===== src/rtl/rast_pkg.sv =====
// Shared rasterizer types: coordinate/pixel typedefs, projection FSM states and the
// projection latency constant for the default divider width.
package rast_pkg;

  typedef logic signed [15:0] coord_t;
  typedef logic        [15:0] pix_t;

  typedef enum logic [2:0] {IDLE, DIV_X, DIV_Y, CHECK, OUT, DROP} proj_state_t;

  localparam int unsigned DIV_W_DEF = 32;
  localparam int unsigned PROJ_LAT  = 2 * DIV_W_DEF + 2;

  function automatic logic [31:0] abs32(logic signed [31:0] v);
    return v[31] ? 32'(-v) : 32'(v);
  endfunction

endpackage


===== src/rtl/seq_divider.sv =====
// Unsigned restoring divider, one quotient bit per cycle. The first bit is produced on the
// start edge itself, so done pulses the cycle after NUM_W edges of work.
module seq_divider import rast_pkg::*; #(
  parameter int unsigned NUM_W = 32,
  parameter int unsigned DEN_W = 16
) (
  input  logic             clk_i,
  input  logic             rst_i,
  input  logic             start_i,
  input  logic [NUM_W-1:0] num_i,
  input  logic [DEN_W-1:0] den_i,
  output logic             busy_o,
  output logic             done_o,
  output logic [NUM_W-1:0] quo_o
);

  localparam int unsigned CW = $clog2(NUM_W + 1);

  logic [DEN_W-1:0] rem_q, rem_d, rem_in, den_q, den_d, den_cur, diff;
  logic [NUM_W-1:0] quo_q, quo_d, quo_in;
  logic [CW-1:0]    cnt_q, cnt_d;
  logic             busy_q, busy_d, done_q, done_d;
  logic [DEN_W:0]   shifted;
  logic             ge;

  always_comb begin
    rem_in  = start_i ? '0 : rem_q;
    quo_in  = start_i ? num_i : quo_q;
    den_cur = start_i ? den_i : den_q;
    shifted = {rem_in, quo_in[NUM_W-1]};
    ge      = shifted >= {1'b0, den_cur};
    // Remainder stays below the divisor, so the low DEN_W bits of the difference suffice.
    diff    = shifted[DEN_W-1:0] - den_cur;

    rem_d  = rem_q;
    quo_d  = quo_q;
    den_d  = den_q;
    cnt_d  = cnt_q;
    busy_d = 1'b0;
    done_d = 1'b0;
    if (start_i || busy_q) begin
      den_d  = den_cur;
      rem_d  = ge ? diff : shifted[DEN_W-1:0];
      quo_d  = {quo_in[NUM_W-2:0], ge};
      cnt_d  = start_i ? CW'(NUM_W - 1) : cnt_q - 1'b1;
      busy_d = (cnt_d != '0);
      done_d = (cnt_d == '0);
    end
  end

  always_ff @(posedge clk_i or posedge rst_i) begin
    if (rst_i) begin
      rem_q  <= '0;
      quo_q  <= '0;
      den_q  <= '0;
      cnt_q  <= '0;
      busy_q <= 1'b0;
      done_q <= 1'b0;
    end else begin
      rem_q  <= rem_d;
      quo_q  <= quo_d;
      den_q  <= den_d;
      cnt_q  <= cnt_d;
      busy_q <= busy_d;
      done_q <= done_d;
    end
  end

  assign busy_o = busy_q;
  assign done_o = done_q;
  assign quo_o  = quo_q;

endmodule


===== src/rtl/vertex_project.sv =====
// Perspective projection of one camera-space vertex to a clipped screen pixel.
// Define VERTEX_PROJECT_ROUND_EN to round quotients half away from zero instead of truncating.
module vertex_project import rast_pkg::*; #(
  parameter int unsigned FOCAL = 128,
  parameter int unsigned DIV_W = 32
) (
  input  logic        clk,
  input  logic        reset,
  input  logic        vert_valid,
  output logic        vert_ready,
  input  coord_t      vx,
  input  coord_t      vy,
  input  coord_t      vz,
  input  pix_t        width,
  input  pix_t        height,
  output pix_t        pixelX,
  output pix_t        pixelY,
  output logic        valid,
  input  logic        ready,
  output logic [15:0] drop_count,
  output logic [15:0] pix_count
);

  localparam int unsigned SW = DIV_W + 2;

  proj_state_t state_q, state_d;

  logic                    have_q, have_d;
  coord_t                  vx_q, vx_d, vy_q, vy_d, vz_q, vz_d;
  pix_t                    width_q, width_d, height_q, height_d;
  logic signed [DIV_W:0]   qx_q, qx_d, qy_q, qy_d;
  pix_t                    pix_x_q, pix_x_d, pix_y_q, pix_y_d;
  logic                    valid_q, valid_d;
  logic [15:0]             drop_cnt_q, drop_cnt_d, pix_cnt_q, pix_cnt_d;

  logic                    acc, vz_pos, in_bounds;
  logic signed [31:0]      prod_x, prod_y;
  logic [DIV_W-1:0]        rnd, num_x, num_y, div_num, div_quo;
  logic                    div_start, div_busy, div_done, q_neg;
  logic [DIV_W:0]          q_mag, q_signed;
  logic [SW-1:0]           sx, sy;

  always_comb begin
    prod_x = 32'(vx_q) * 32'(FOCAL);
    prod_y = 32'(vy_q) * 32'(FOCAL);
`ifdef VERTEX_PROJECT_ROUND_EN
    rnd = DIV_W'({1'b0, vz_q[14:1]});
`else
    rnd = '0;
`endif
    num_x = DIV_W'(abs32(prod_x)) + rnd;
    num_y = DIV_W'(abs32(prod_y)) + rnd;
  end

  seq_divider #(
    .NUM_W (DIV_W),
    .DEN_W (16)
  ) u_div (
    .clk_i   (clk),
    .rst_i   (reset),
    .start_i (div_start),
    .num_i   (div_num),
    .den_i   (vz_q),
    .busy_o  (div_busy),
    .done_o  (div_done),
    .quo_o   (div_quo)
  );

  assign acc    = vert_valid && vert_ready;
  assign vz_pos = !vz_q[15] && (vz_q != '0);

  // Screen-space coordinates and clip test; width/height of 0 reject everything.
  always_comb begin
    sx = SW'(qx_q) + SW'({1'b0, width_q[15:1]});
    sy = SW'({1'b0, height_q[15:1]}) - SW'(qy_q);
    in_bounds = !sx[SW-1] && (sx < SW'(width_q)) && !sy[SW-1] && (sy < SW'(height_q));
  end

  always_ff @(posedge clk or posedge reset) begin
    if (reset) state_q <= IDLE;
    else       state_q <= state_d;
  end

  always_comb begin
    state_d = state_q;
    unique case (state_q)
      IDLE:    if (have_q) state_d = vz_pos ? DIV_X : DROP;
      DIV_X:   if (div_done) state_d = DIV_Y;
      DIV_Y:   if (div_done) state_d = CHECK;
      CHECK:   state_d = in_bounds ? OUT : DROP;
      OUT:     if (ready) state_d = IDLE;
      DROP:    state_d = IDLE;
      default: state_d = IDLE;
    endcase
  end

  always_comb begin
    vert_ready = !reset && (state_q == IDLE) && !have_q;
    // The x quotient is read on the same edge that launches the y division.
    div_start  = !div_busy && (((state_q == IDLE) && have_q && vz_pos) ||
                               ((state_q == DIV_X) && div_done));
    div_num    = (state_q == IDLE) ? num_x : num_y;
    pixelX     = pix_x_q;
    pixelY     = pix_y_q;
    valid      = valid_q;
    drop_count = drop_cnt_q;
    pix_count  = pix_cnt_q;
  end

  always_comb begin
    have_d     = acc;
    vx_d       = acc ? vx : vx_q;
    vy_d       = acc ? vy : vy_q;
    vz_d       = acc ? vz : vz_q;
    width_d    = acc ? width : width_q;
    height_d   = acc ? height : height_q;

    q_neg      = (state_q == DIV_X) ? vx_q[15] : vy_q[15];
    q_mag      = {1'b0, div_quo};
    q_signed   = q_neg ? -q_mag : q_mag;
    qx_d       = ((state_q == DIV_X) && div_done) ? $signed(q_signed) : qx_q;
    qy_d       = ((state_q == DIV_Y) && div_done) ? $signed(q_signed) : qy_q;

    pix_x_d    = pix_x_q;
    pix_y_d    = pix_y_q;
    valid_d    = valid_q;
    drop_cnt_d = drop_cnt_q;
    pix_cnt_d  = pix_cnt_q;
    if ((state_q == CHECK) && in_bounds) begin
      pix_x_d = sx[15:0];
      pix_y_d = sy[15:0];
      valid_d = 1'b1;
    end
    if ((state_q == OUT) && ready) begin
      valid_d = 1'b0;
      if (pix_cnt_q != 16'hFFFF) pix_cnt_d = pix_cnt_q + 16'd1;
    end
    if ((state_q == DROP) && (drop_cnt_q != 16'hFFFF)) drop_cnt_d = drop_cnt_q + 16'd1;
  end

  always_ff @(posedge clk or posedge reset) begin
    if (reset) begin
      have_q     <= 1'b0;
      vx_q       <= '0;
      vy_q       <= '0;
      vz_q       <= '0;
      width_q    <= '0;
      height_q   <= '0;
      qx_q       <= '0;
      qy_q       <= '0;
      pix_x_q    <= '0;
      pix_y_q    <= '0;
      valid_q    <= 1'b0;
      drop_cnt_q <= '0;
      pix_cnt_q  <= '0;
    end else begin
      have_q     <= have_d;
      vx_q       <= vx_d;
      vy_q       <= vy_d;
      vz_q       <= vz_d;
      width_q    <= width_d;
      height_q   <= height_d;
      qx_q       <= qx_d;
      qy_q       <= qy_d;
      pix_x_q    <= pix_x_d;
      pix_y_q    <= pix_y_d;
      valid_q    <= valid_d;
      drop_cnt_q <= drop_cnt_d;
      pix_cnt_q  <= pix_cnt_d;
    end
  end

endmodule


===== config.mk =====
export PLATFORM = sky130hd
export DESIGN_NAME = vertex_project
export DESIGN_NICKNAME = d
export VERILOG_FILES = /design/src/rtl/rast_pkg.sv /design/src/rtl/seq_divider.sv /design/src/rtl/vertex_project.sv
export SDC_FILE = /design/constraint.sdc
export NUM_CORES = 1
export LEC_CHECK = 0
export BUFFER_PORTS_ARGS = -buffer_cell sky130_fd_sc_hd__buf_4
export CAP_MARGIN = 30
export CELL_PAD_IN_SITES_DETAIL_PLACEMENT = 1
export CELL_PAD_IN_SITES_GLOBAL_PLACEMENT = 2
export CORE_UTILIZATION = 32
export CTS_CLUSTER_SIZE = 24
export DETAILED_ROUTE_END_ITERATION = 8
export PLACE_DENSITY_LB_ADDON = 0.12
export SLEW_MARGIN = 20
export SYNTH_ARGS = -nofsm -noshare
export SYNTH_HDL_FRONTEND = slang
export SYNTH_SLANG_ARGS = --single-unit

===== constraint.sdc =====
create_clock -name clk -period 15.9 [get_ports clk]
set_clock_uncertainty 0.1 [all_clocks]
set_input_delay 0.795 -clock clk [delete_from_list [all_inputs] [get_ports clk]]
set_output_delay 0.795 -clock clk [all_outputs]
set_load 0.03 [all_outputs]

; After elaboration in Yosys (flattened, before gate mapping)
; Index checks and enable logic that the tools add are counted.
[word_totals]
output_inout_bits = 66
ff_bits = 287
word_cells = 94
[op_classes]
reduce_logical = 30
n_eq_ne = 11
muxes = 21
order_cmp = 3
add_sub_neg = 9
[op_table]
columns = cell, count
row1 = $mux 32, 4
row2 = $lt 34x16->1, 2
row3 = $neg 23->32, 2
row4 = $mux 16, 3
row5 = $add 33x16->34, 1
row6 = $sub 16x33->34, 1
row7 = $mux 33, 1
row8 = $neg 32->33, 1
row9 = $add 16x1->16 const B, 2
row10 = $ne 16x16->1 const B, 2
row11 = $ge 17x16->1, 1
row12 = $reduce_bool 16->1, 1
row13 = $sub 16x16->16, 1
row14 = $logic_and 1x1->1, 15
row15 = $mux 3, 5
row16 = $pmux 3 s5, 1
row17 = $eq 3x2->1 const B, 2
row18 = $eq 3x3->1 const B, 2
row19 = $logic_not 1->1, 6
row20 = $logic_not 6->1, 1
row21 = $mux 1, 6
row22 = $mux 6, 1
row23 = $reduce_bool 6->1, 1
row24 = $sub 6x1->6 const B, 1
row25 = other kinds (8), 11

; Longest topological paths before layout
; Gate-level depths: netlist of run 1.
[depth]
depth_word = 8
depth_mapped = 22
mapped_depth_nobuf = 20

; By module
; Synthesis of run 1 repeated with hierarchy kept, for this count alone.
[unflattened]
cells_unflattened = 1814
hier_area_um2 = 17310.4
[by_module_without_submodules]
columns = module, cells_per_inst, area_per_inst_um2, seq_area_each_um2, n_inst
row1 = vertex_project, 1397, 13183.9, 5380.2, 1
row2 = seq_divider, 417, 4126.5, 1801.7, 1

; Worst setup path before layout of run 1
; No wires, ideal clock.
[synth_path]
kind = register to register
startpoint = register width_q[1]
endpoint = register pix_x_q[0] (netlist: pixelX[0])
n_path_buf = 2
setup_ns = 0.125
synth_period_minus_slack_ns = 4.875
arrival_ns = 4.650
path_slack_ns = 11.025
stages_incl_launch_ff = 19
path_cell_list = dfrtp_1 > ha_1 > fa_1 > a211o_1 > a2111o_1 > a21bo_2 > a21oi_1 > xnor2_1 > ha_1 > a222oi_1 > o2111ai_1 > a311oi_1 > nand4_1 > or4_1 > nor4b_2 > and3_1 > buf_6 > buf_12 > mux2_4
[synth_between]
elab_chain_cells = 6
word_cells_on_any_way = 7
[synth_lines]
columns = item, line_no
row1 = start: declaration, vertex_project.sv:30  ; pix_t width_q, width_d, height_q, height_d;
row2 = start signal: assignment, vertex_project.sv:161  ; width_q <= width_d;
row3 = $add 33x16->34, vertex_project.sv:74  ; sx = SW'(qx_q) + SW'({1'b0, width_q[15:1]});
row4 = named net sx[14], vertex_project.sv:41  ; logic [SW-1:0] sx, sy;
row5 = $lt 34x16->1, vertex_project.sv:76  ; in_bounds = !sx[SW-1] && (sx < SW'(width_q)) && !sy[SW-1] && (sy < SW'(height_q));
row6 = $logic_and 1x1->1 (3 in series), vertex_project.sv:76
row7 = $logic_and 1x1->1, vertex_project.sv:129  ; if ((state_q == CHECK) && in_bounds) begin
row8 = end signal: assignment, vertex_project.sv:165  ; pix_x_q <= pix_x_d;
row9 = end: declaration, vertex_project.sv:32  ; pix_t pix_x_q, pix_x_d, pix_y_q, pix_y_d;
; The timed path passes the listed nets, and every way through them passes these cells.
; A chain may end at the register's enable or synchronous reset.

; Worst setup path after layout of run 1
[layout_path]
startpoint = register width_q[1]
endpoint = register pix_y_q[3] (netlist: pixelY[3])
[layout_between]
elab_chain_cells = 6
word_cells_on_any_way = 7
[layout_lines]
columns = item, line_no
row1 = $add 33x16->34, vertex_project.sv:74
row2 = named net sx[14], vertex_project.sv:41
row3 = $lt 34x16->1, vertex_project.sv:76
row4 = $logic_and 1x1->1 (3 in series), vertex_project.sv:76
row5 = $logic_and 1x1->1, vertex_project.sv:129
row6 = end signal: assignment, vertex_project.sv:166  ; pix_y_q <= pix_y_d;
row7 = end: declaration, vertex_project.sv:32
; The timed path passes the listed nets, and every way through them passes these cells.

==> summary.txt, run 1 <==
IO Port Bufs -> 149
part of the cycle the worst path needs -> 0.3603
sw power -> 1.838 mW
vias per inst -> 5.174
required time worst endpoint -> 16.23 ns
final WL -> 51320 um
Initial Utilization -> 0.3250
Post-CTS Setup Bufs -> 0
1st-iter DRT viols -> 761
Setup CP Type -> flop to flop
sequential share of power -> 0.293
Async SR Flop Fraction -> 1.000
first drt pass iteration count -> 6
Die ar. -> 54410 sq um
Synth area leader -> dfrtp_1
post-synthesis sequential area ratio -> 0.4197
Max Slew Vio Count -> 0
Critical Path Start Type -> flop
Cell Area, Synth -> 17110 sq um
number of global-route vias before repair -> 14560
largest net degree at the start of global routing -> 107
hpwl dp -> 38390 um
# rows -> 84
CP arrival -> 6.06 ns
diodes inserted -> 0
status -> completed
Post-Route Setup TNS -> 0 ns
Placer Congestion -> 0.8469
fmax -> 174.6 MHz
Final Hold Vio Count -> 0
Synth Net Count -> 2010
ys flop type -> dfrtp_1
Tmin final -> 5.728 ns
Post-CTS Resized -> 0
Total GRT Usage -> 0.1940
RSZ-0062 raised after global routing -> false
max-cap viol count -> 0
share of layout cells above drive strength 1 -> 0.1743
total grt overflow -> 0
CTS clk-pin slew, worst paths -> 0.06 ns
most frequent cell after synthesis -> dfrtp_1
endpoints failing setup -> 0
Layout Nets -> 2127
Hold WC Path Type -> input pin to asynchronous set/reset pin
initial antenna violation count -> 0
synth unique cells -> 86
CTS tree -> built
core box area -> 52660 sq um
Final Util -> 0.3815
post-synthesis cell count -> 1841
# hold bufs at CTS -> 0
clock sink count -> 287
synth cell count leaders -> dfrtp_1, nand2_1, a21oi_1, nor2_1, o21ai_0
first-pass GRT wire length -> 83060 um
CTS root buffer -> clkbuf_16
Crit. End Element -> flop
Cell Pwr Density -> 208.6 nW/um^2
Die Span X -> 233.3 um
IR drop worst, VDD -> 81.63 uV
crit-path max FO -> 21
Logic pwr share -> 0.499
post-route ant nets -> 0
Synth area leaders -> dfrtp_1, ha_1, nand2_1
Die Y -> 233.3 um
residual DRC count -> 0
vias -> 13830
number of H-tree levels -> 2
Ys Warns -> 0
Worst slew margin -> 0.3731
FF+latch count, synth -> 287
Area growth syn-to-layout -> 17.39%
CTS buffer count -> 38
Post-synth EDFFs -> 0
wire per inst -> 19.20 um
Slew @ Worst Pin -> 0.9403 ns
IO Count -> 150
Yosys top cell area share -> 0.4197
Syn Area/Cell -> 9.295 sq um
internal power -> 2.353 mW
clock latency on the worst-skew pair -> 0.55 ns
power share of the clock group -> 0.208
Sw Ratio -> 0.4386
P_leak -> 9.205 nW
CTS Buffer Depth -> 3
==> metal layers <==
layer,vias up,GRT usage,share of wire
met2,170,0.3155,0.47
met5,-,0,0
li1,6724,-,-
met4,0,0.05147,0.020
met1,6879,0.2679,0.48
met3,58,0.02747,0.032
==> placed cells by master, fill, tap and decap left out, types with 29 or more instances in the layout <==
cell type  instances
dfrtp_1          286
nand2_1          218
buf_4            164
a21oi_1          157
nor2_1           155
o21ai_0          123
inv_1             99
ha_1              82
xnor2_1           72
xor2_1            61
mux2_2            58
nor3_1            48
clkbuf_16         38
mux2_4            29
==> final cells by class <==
class                      count  area (sq um)
multi-input combinational   1362          9095
clock buffer                  53          1097
tap                          688         860.8
clock inverter                14         161.4
sequential                   287          7183
inverter                     101         386.6
timing repair buffer         168          1304
fill                        5976         32570
==> critical path: stages, from the launching register on <==
cell and delay (ns):
dfrtp_1 0.38, ha_1 0.24, fa_1 0.44, a211o_1 0.30, a2111o_1 0.49, a21bo_2 0.28, a21oi_1 0.30, xnor2_1 0.15
ha_1 0.21, a222oi_1 0.26, o2111ai_1 0.16, a311oi_1 0.29, nand4_1 0.12, or4_1 0.43, nor4b_2 0.29, and3_2 0.54
buf_12 0.27, mux2_4 0.33
==> final timing paths <==
kind	from	to	slack (ns)	depth (start not counted)
max	width_q[1]$_DFFE_PP0P_	pixelY[3]$_DFFE_PP0P_	10.17	17
min reg2reg	u_div.den_q[13]$_DFFE_PP0P_	u_div.den_q[13]$_DFFE_PP0P_	0.37	2
max in group asynchronous	reset	qx_q[25]$_DFFE_PP0P_	14.14	3
max reg2reg	width_q[1]$_DFFE_PP0P_	pixelY[3]$_DFFE_PP0P_	10.17	17
min in group clk	width[8]	width_q[8]$_DFFE_PP0P_	0.35	3
min	reset	height_q[2]$_DFFE_PP0P_	0.30	2
==> power by group through the flow <==
| stage | clock network (mW) | registers [mW] | logic (mW) |
|---|---|---|---|
| floorplan | 0 | 1.12 | 1.59 |
| global placement | 0 | 1.23 | 2.07 |
| detailed placement | 0 | 1.24 | 2.11 |
| CTS | 0.906 | 1.23 | 2.12 |
| global route | 0.931 | 1.26 | 2.37 |
| finish | 0.873 | 1.23 | 2.09 |
==> stage by stage <==
stage | setup WS (ns) | instance area, sq um | total power, mW | instances | hold slack [ns]
6_report | 10.17 | 20090 | 4.191 | 2673 | 0.3016
5_1_grt | 9.789 | 20090 | 4.565 | 2673 | 0.3387
2_1_floorplan | 7.084 | 17110 | 2.707 | 1841 | 0.3395
4_1_cts | 10.18 | 20040 | 4.256 | 2670 | 0.3128
3_5_place_dp | 10.20 | 18780 | 3.348 | 2603 | 0.3626
3_3_place_gp | 10.05 | 18760 | 3.300 | 2602 | 0.3542
==> logic make-up (layout without fill, tap and decap cells) <==
group / after synthesis / count (layout) / synth area share
AO/OA/AOI/OAI: 453 / 453 / 0.1648
XOR/XNOR: 133 / 133 / 0.06807
adder cells (fa/ha/maj): 85 / 85 / 0.06346
buffers and inverters: 192 / 336 / 0.05060
flip-flops: 287 / 287 / 0.4197
multiplexers: 96 / 96 / 0.06888
AND/OR/NAND/NOR: 595 / 595 / 0.1645
No activity file was read; power rests on OpenSTA's default activity.
==> inputs of run 2 (changes only) <==
==> constraint.sdc (replaced) <==
create_clock -name clk -period 5.5 [get_ports clk]
set_clock_uncertainty 0.1 [all_clocks]
set_input_delay 0.275 -clock clk [delete_from_list [all_inputs] [get_ports clk]]
set_output_delay 0.275 -clock clk [all_outputs]
set_load 0.03 [all_outputs]
==> run 2 against run 1 <==
  * Die area stayed put
  * Hold slack lost 0.019 ns
  * Total power grew to 2.9 times the previous value
  * Critical path depth is the same
  * Highest routed layer is now met5
  * Maximum frequency rose by 9.3%
  * First-iteration DRC count shrank 16%
  * Sequential cell count is the same
  * Cell count rose by 3.5%
  * Routed wire length rose by 1.8%
  * Non-clock buffer count grew 93
==> summary.txt, run 2 (synthesis results as in run 1) <==
Finished Cell Area -> 20990 sq um (+4.5%)
number of H-tree levels -> 2 (unchanged)
initial antenna violation count -> 2 (+2)
Setup CP Type -> flop to flop
Die Y -> 233.3 um (unchanged)
Filler cells -> 5969 (-0.12%)
Die Span X -> 233.3 um (unchanged)
P_leak -> 9.594 nW (+4.2%)
Area growth syn-to-layout -> 22.67%
vias -> 14270 (+3.2%)
reg-to-reg critical path startpoint -> qx_q[0]$_DFFE_PP0P_
IO Count -> 150 (unchanged)
commonest non-fill, non-tap cells in the layout -> dfrtp_1, nand2_1, buf_4
Final Hold Vio Count -> 0 (unchanged)
met3 Usage GRT -> 0.02600 (-0.001465)
post-route ant nets -> 0 (unchanged)
commonest non-fill, non-tap cell in the layout -> dfrtp_1
Placer Congestion -> 0.8478 (+0.11%)
vias per inst -> 5.158 (-0.32%)
Worst slew margin -> 0.3931 (+0.01995)
hpwl dp -> 38470 um (+0.20%)
CTS buffer count -> 37 (-2.6%)
1st-iter DRT viols -> 642 (-16%)
Slew @ Worst Pin -> 0.8977 ns (-0.04258 ns)
IO Port Bufs -> 149 (unchanged)
CTS Buffer Depth -> 3 (unchanged)
met1 GRT Util -> 0.2636 (-0.004314)
final WL -> 52240 um (+1.8%)
met2 usage -> 0.3222 (+0.006769)
endpoints failing setup -> 0 (unchanged)
Total GRT Usage -> 0.1956 (+0.001609)
Placed Area -> 18900 sq um (+0.63%)
total grt overflow -> 0 (unchanged)
RSZ-0062 raised after global routing -> false
Crit. End Element -> flop
Worst Reg-to-Reg Cells -> 17 (unchanged)
Tmin final -> 5.240 ns (-0.4883 ns)
final worst-path setup slack -> 0.2603 ns (-9.912 ns)
Slowest-stage cell, CP -> a2111o_1
overall power -> 12.22 mW (+190%)
fmax -> 190.9 MHz (+9.3%)
part of the cycle the worst path needs -> 0.9527 (+0.5924)
non-filler instance count after layout -> 2767 (+3.5%)
first drt pass iteration count -> 5 (-1)
cell chain of the critical path -> ha_1 > fa_1 > a211o_1 > a2111o_1 > a21bo_2 > a21oi_1 > xnor2_1 > ha_1 > a222oi_1 > o2111ai_1 > a311oi_1 > nand4_1 > or4_1 > nor4b_4 > and3_4 > buf_12 > mux2_2
required time worst endpoint -> 5.83 ns (-10.40 ns)
CTS tree -> built
largest net degree at the start of global routing -> 116 (+8.4%)
CP peak stage delay -> 0.46 ns (-0.08 ns)
placed insts -> 2616 (+0.50%)
# rows -> 84 (unchanged)
Hold WC Path Type -> input pin to asynchronous set/reset pin
status -> completed
IR drop worst, VDD -> 262.5 uV (+220%)
clock sink count -> 287 (unchanged)
flop2flop setup slack -> 0.26 ns (-9.91 ns)
Post-Route Setup TNS -> 0 ns (unchanged)
Die ar. -> 54410 sq um (unchanged)
number of global-route vias before repair -> 15150 (+4.1%)
Post-CTS Setup Bufs -> 0 (unchanged)
CP arrival -> 5.57 ns (-0.49 ns)
Max Slew Vio Count -> 0 (unchanged)
most frequent CP cell -> ha_1
clock latency on the worst-skew pair -> 0.56 ns (about the same)
share of layout cells above drive strength 1 -> 0.1698 (-0.004514)
gr busiest metal -> met2
diodes inserted -> 0 (unchanged)
first-pass GRT wire length -> 83920 um (+1.0%)
R2R Path End -> pixelY[15]$_DFFE_PP0P_
CTS root buffer -> clkbuf_16
DP Worst Slack -> 0.2090 ns (-9.989 ns)
crit-path max FO -> 16 (-24%)
Critical Path Start Type -> flop
Layout Nets -> 2219 (+4.3%)
wire per inst -> 18.88 um (-1.7%)
Final Util -> 0.3987 (+0.01718)
CTS clk-pin slew, worst paths -> 0.06 ns (about the same)
core box area -> 52660 sq um (unchanged)
residual DRC count -> 0 (unchanged)
Hold WS -> 0.2821 ns (-0.01948 ns)
max-cap viol count -> 0 (unchanged)
Cell Pwr Density -> 582.1 nW/um^2 (+180%)
Initial Utilization -> 0.3250 (unchanged)
[run 2: cell types whose count changed in the layout (fill, tap and decap cells not counted), sizes merged]
cell         change
buf             +11
clkbuf           +3
clkinv           -1
clkinvlp         -1
dlygate4sd3     +82
[run 2: layout make-up]
type                    instances  area (sq um)  share of cell area
inverters                     101         382.9             0.01824
well taps                     688         860.8             0.04101
flip-flops and latches        287          7183              0.3422
clock inverters                12         138.9            0.006616
clock buffers                  56          1100             0.05239
multi-input cells            1362          9107              0.4338
repair buffers                261          2220              0.1057
[run 2: per-layer routing]
metal / part of all wire / up-vias
li1: - / 6928
met4: 0.025 / 2
met2: 0.47 / 200
met5: 0.00033 / -
met3: 0.032 / 71
met1: 0.47 / 7070
[run 2: worst max path at each step]
stage / from / endpoint / slack (ns)
2_1_floorplan: width_q[1]$_DFFE_PP0P_ / pixelX[0]$_DFFE_PP0P_ / 0.63
4_1_cts: width_q[1]$_DFFE_PP0P_ / pixelY[15]$_DFFE_PP0P_ / 0.19
6_report: qx_q[0]$_DFFE_PP0P_ / pixelY[15]$_DFFE_PP0P_ / 0.26
3_5_place_dp: width_q[1]$_DFFE_PP0P_ / pixelY[15]$_DFFE_PP0P_ / 0.21
5_1_grt: qx_q[0]$_DFFE_PP0P_ / pixelY[15]$_DFFE_PP0P_ / 0.03
3_3_place_gp: width_q[1]$_DFFE_PP0P_ / pixelY[15]$_DFFE_PP0P_ / 0.27
[run 2: timing repair]
item | in CTS | in global routing
setup endpoints to repair | 0 | 31
resized for setup | 0 | 2
hold buffers | 82 | 0
hold endpoints to repair | 105 | 0
[run 2: report_power, final]
group | internal [mW] | leakage (nW) | switching [mW]
Combinational | 2.62 | 5.23 | 3.55
Sequential | 2.76 | 3.75 | 0.803
Clock | 1.52 | 0.615 | 0.974
[run 2: worst max-delay path: cells and delay by family (launching register included)]
family,cells,cell delay [ns]
xor gates and xnor gates,1,0.13
AOI/OAI and AO/OA,7,1.92
and+or+nand+nor,4,1.14
adders and majority gates,3,0.87
buffers and inverters,1,0.20
DFF,1,0.39
muxes,1,0.35
